`config.mk`:
```
export PLATFORM = sky130hd
export DESIGN_NAME = d_register
export DESIGN_NICKNAME = d
export VERILOG_FILES = /design/src/rtl/d_register.sv
export SDC_FILE = /design/constraint.sdc
export NUM_CORES = 1
export LEC_CHECK = 0
export BUFFER_PORTS_ARGS = -buffer_cell sky130_fd_sc_hd__buf_2
export CAP_MARGIN = 20
export CORE_AREA = 2 2 39 41
export DETAILED_ROUTE_END_ITERATION = 8
export DIE_AREA = 0 0 41 43
export HOLD_SLACK_MARGIN = 0.05
export RECOVER_POWER = 100
export SLEW_MARGIN = 20
export SYNTH_ARGS = -nofsm -noshare
export SYNTH_HDL_FRONTEND = slang
export SYNTH_SLANG_ARGS = --single-unit
```
`constraint.sdc`:
```
create_clock -name clk -period 0.8 [get_ports clk]
set_input_delay 0.16 -clock clk [delete_from_list [all_inputs] [get_ports clk]]
set_output_delay 0.16 -clock clk [all_outputs]
set_load 0.01 [all_outputs]
```
`src/rtl/d_register.sv`:
```
// Parameterised D register: q follows d one clk edge later, loaded with RST_VAL
// on any edge where RST is high.
module d_register #(
  parameter int unsigned        numBit  = 10,
  parameter logic [numBit-1:0]  RST_VAL = '0
) (
  input  logic              clk,
  input  logic              RST,
  input  logic [numBit-1:0] d,
  output logic [numBit-1:0] q
);

  logic [numBit-1:0] r_q;

  // Reset has priority over data sampled on the same edge.
  always_ff @(posedge clk) begin
    if (RST) begin
      r_q <= RST_VAL;
    end else begin
      r_q <= d;
    end
  end

  assign q = r_q;

endmodule

```
# == Word level (Yosys, flattened, before mapping) ==
# Index checks and enable logic that the tools add are counted.
# totals
register_bits,10
input_bits,12
out_inout_bits,10
wordCells,1

# == Logic depth before layout (Yosys ltp) ==
# logic_depth
ltp_word,0
ltp_mapped,1
depth_no_buf,1

# == Worst setup path after synthesis ==
# No wires, ideal clock.
# synth_path
kind,reg2out
startpoint,"reg r_q[0], in the netlist q[0]"
endpoint,out q[0]
t_arrival_ns,0.331
t_required_ns,0.640
slack_ns,0.309
stages_incl_launch_ff,1
n_path_buf,0
path_cell_list,dfxtp_1
# synth_rtl
element,line_no,rtl
start: declaration,13,logic [numBit-1:0] r_q;
start signal: assignment,18,r_q <= RST_VAL;
start signal: assignment,20,r_q <= d;
end: declaration,10,output logic [numBit-1:0] q
# No word-level cell between the ends.

# == Worst setup path in the final report ==
# layout_path
startpoint,"reg r_q[0], in the netlist q[0]"
endpoint,out q[0]
# No word-level cell between the ends.

==> results.json <==
{
  "cts_root_buf": "clkbuf_4",
  "clockPowerShare": 0.411,
  "power.density_mw_per_mm2": 2420,
  "nets": 58,
  "die_y_um": 43,
  "yosys-top-cells-area": "dfxtp_1 76%, nor2b_1 24%",
  "netSwitchingFraction": 0.194,
  "final_area_sq_um": 438,
  "cp_slowest_cell": "dfxtp_1",
  "drt_wl_total_um": 528,
  "outcome": "finished, violations left",
  "gr-total-overflow": 0,
  "rows": 14,
  "critPathLaunchType": "register",
  "synthSimpleGateAreaFrac": 0.238,
  "ant_nets": 0,
  "clkSinkCount": 10,
  "synth_compound_area_frac": 0,
  "fin_crit_ns": 0.849,
  "synthFlopType": "dfxtp_1",
  "grt_pass1_vias": 197,
  "largest_reg_flops": 10,
  "hold_viol": 0,
  "synth_edf_count": 0,
  "synth_cells": 20,
  "end_kind": "primary output",
  "drt_iter0_markers": 0,
  "peakVddDrop_mv": 0.636,
  "setup_viol": 10,
  "n_fill_cell": 149,
  "power.switching_w": 0.000206,
  "fin_crit_sh": 1.06,
  "netlist_area_sq_um": 263,
  "slowest_delay_ns": 0.31,
  "wl_per_cell_um": 8.66,
  "p_leak_nw": 0.218,
  "pre_cts_ws_ns": 0.226,
  "drt_first_pass_iters": 1,
  "gp_congestion": 0.489,
  "cts_buffers": 3,
  "async_flop_share": 0,
  "yosys.area.top_type_share": 0.762,
  "multi_input_area_sq_um": 62.6,
  "core_sq_mm": 0.00138,
  "synthToLayoutAreaGrowth_pct": 66.7,
  "cts_hold_buf": 0,
  "relSlewSlack": 0.727,
  "drive_gt1_frac": 0.578,
  "io_pins": 22,
  "synth_top_family_by_area": "simple AND/OR/NAND/NOR gates",
  "fp.dieW_um": 41,
  "grt_pass1_wl_um": 669,
  "violations": "negative setup slack",
  "cts.reportedPaths.clkPinSlew_ns": 0.07,
  "yosysSeqAreaShare": 0.762,
  "initial_utilization": 0.190,
  "cts_tree": "done",
  "syn_area_per_cell_sq_um": 13.1,
  "cp_cell_sequence": "buf_2",
  "drc": 0,
  "critical_path_class": "register to primary output",
  "crit_path_max_fanout": 1,
  "antenna_cells": 0,
  "cp_num_buf_inv": 1,
  "rsz0062_at_grt": "true",
  "synth-xor-area-share": 0,
  "grt_max_degree": 11,
  "viasPerCell": 3.67,
  "drv_slew": 0,
  "htree_levels": 1,
  "yosys.area.top_type": "dfxtp_1",
  "fp.dieArea_sq_mm": 0.00176,
  "seq_power_share": 0.501,
  "muxShareOfSynthArea": 0,
  "synth_cell_types": 2,
  "ys_ff_latch": 10,
  "path_delay_family": "flip-flops",
  "critPathArrivalTime_ns": 0.69,
  "clock.fmax_mhz": 1180,
  "grt_antenna_before_repair": 0,
  "yosys.area_share.adder": 0,
  "hold_class": "primary input to register",
  "grtUsageTotal": 0.0623,
  "cts_buffer_depth": 2,
  "synthTopCellsByCount": "10 x dfxtp_1, 10 x nor2b_1",
  "setup_slack_ns": -0.0492,
  "post_cts_buffers": 0,
  "worstMarginPinSlew_ns": 0.410,
  "fin_setup_tns_ns": -0.364,
  "internal-power_w": 0.000855,
  "drv_cap": 0,
  "yosys_warnings": 0,
  "syn_nets": 32,
  "vias": 224,
  "total_power_w": 0.00106,
  "seq_area_sq_um": 203,
  "required_ns": 0.64,
  "p_comb_frac": 0.088,
  "port_buffers": 21,
  "dpl-instance-area_sq_um": 388
}
## placed cells by master (no fill, tap or decap)
master and n:
dfxtp_2 2, nor2b_1 10, buf_6 2, clkbuf_1 1, clkbuf_8 1, clkbuf_4 3, dfxtp_1 8, buf_2 18
## worst paths after layout
check | from | endpoint | slack (ns) | depth (start not counted)
worst min-delay path | d[1] | q[1] | 0.11 | 2
worst max-delay path | q[0] | q[0] | -0.05 | 1
## metal layers
metal  GRT usage  wire [um]  vias up
li1            -          -      110
met1      0.0484        196       96
met2      0.0875        230       18
met3      0.0681        101        0
met4      0.0400          0        0
met5           0          0        -
## area by class of cell
cell class	instances	area share
sequential	10	0.463
clock buffer	4	0.0829
tap	16	0.0457
multi-input combinational	10	0.143
timing repair buffer	21	0.266
## power groups by stage
stage	registers, W	clock network, W	logic, W
after global routing	0.000534	0.000482	0.000105
final	0.000531	0.000436	0.0000929
after floorplan	0.000557	0	0.0000165
after detailed placement	0.000541	0	0.0000889
after global placement	0.000541	0	0.0000887
after CTS	0.000529	0.000456	0.0000896
## metrics by stage
step / std cells / util / hold slack (ns)
after floorplan: 20 / - / 0.232
after global routing: 61 / 0.316 / 0.106
final: 61 / 0.316 / 0.109
after CTS: 61 / 0.307 / 0.103
after global placement: 57 / 0.280 / 0.377
after detailed placement: 57 / 0.280 / 0.376
## kinds of logic after synthesis
| kind of cell | count (synthesis) |
|---|---|
| flops | 10 |
| simple gates | 10 |
## repair_timing
action,in CTS,in global routing
endpoints found under the setup margin,10,10
pin swaps,0,0
gates resized for setup,0,4
No activity file was read; power rests on OpenSTA's default activity.
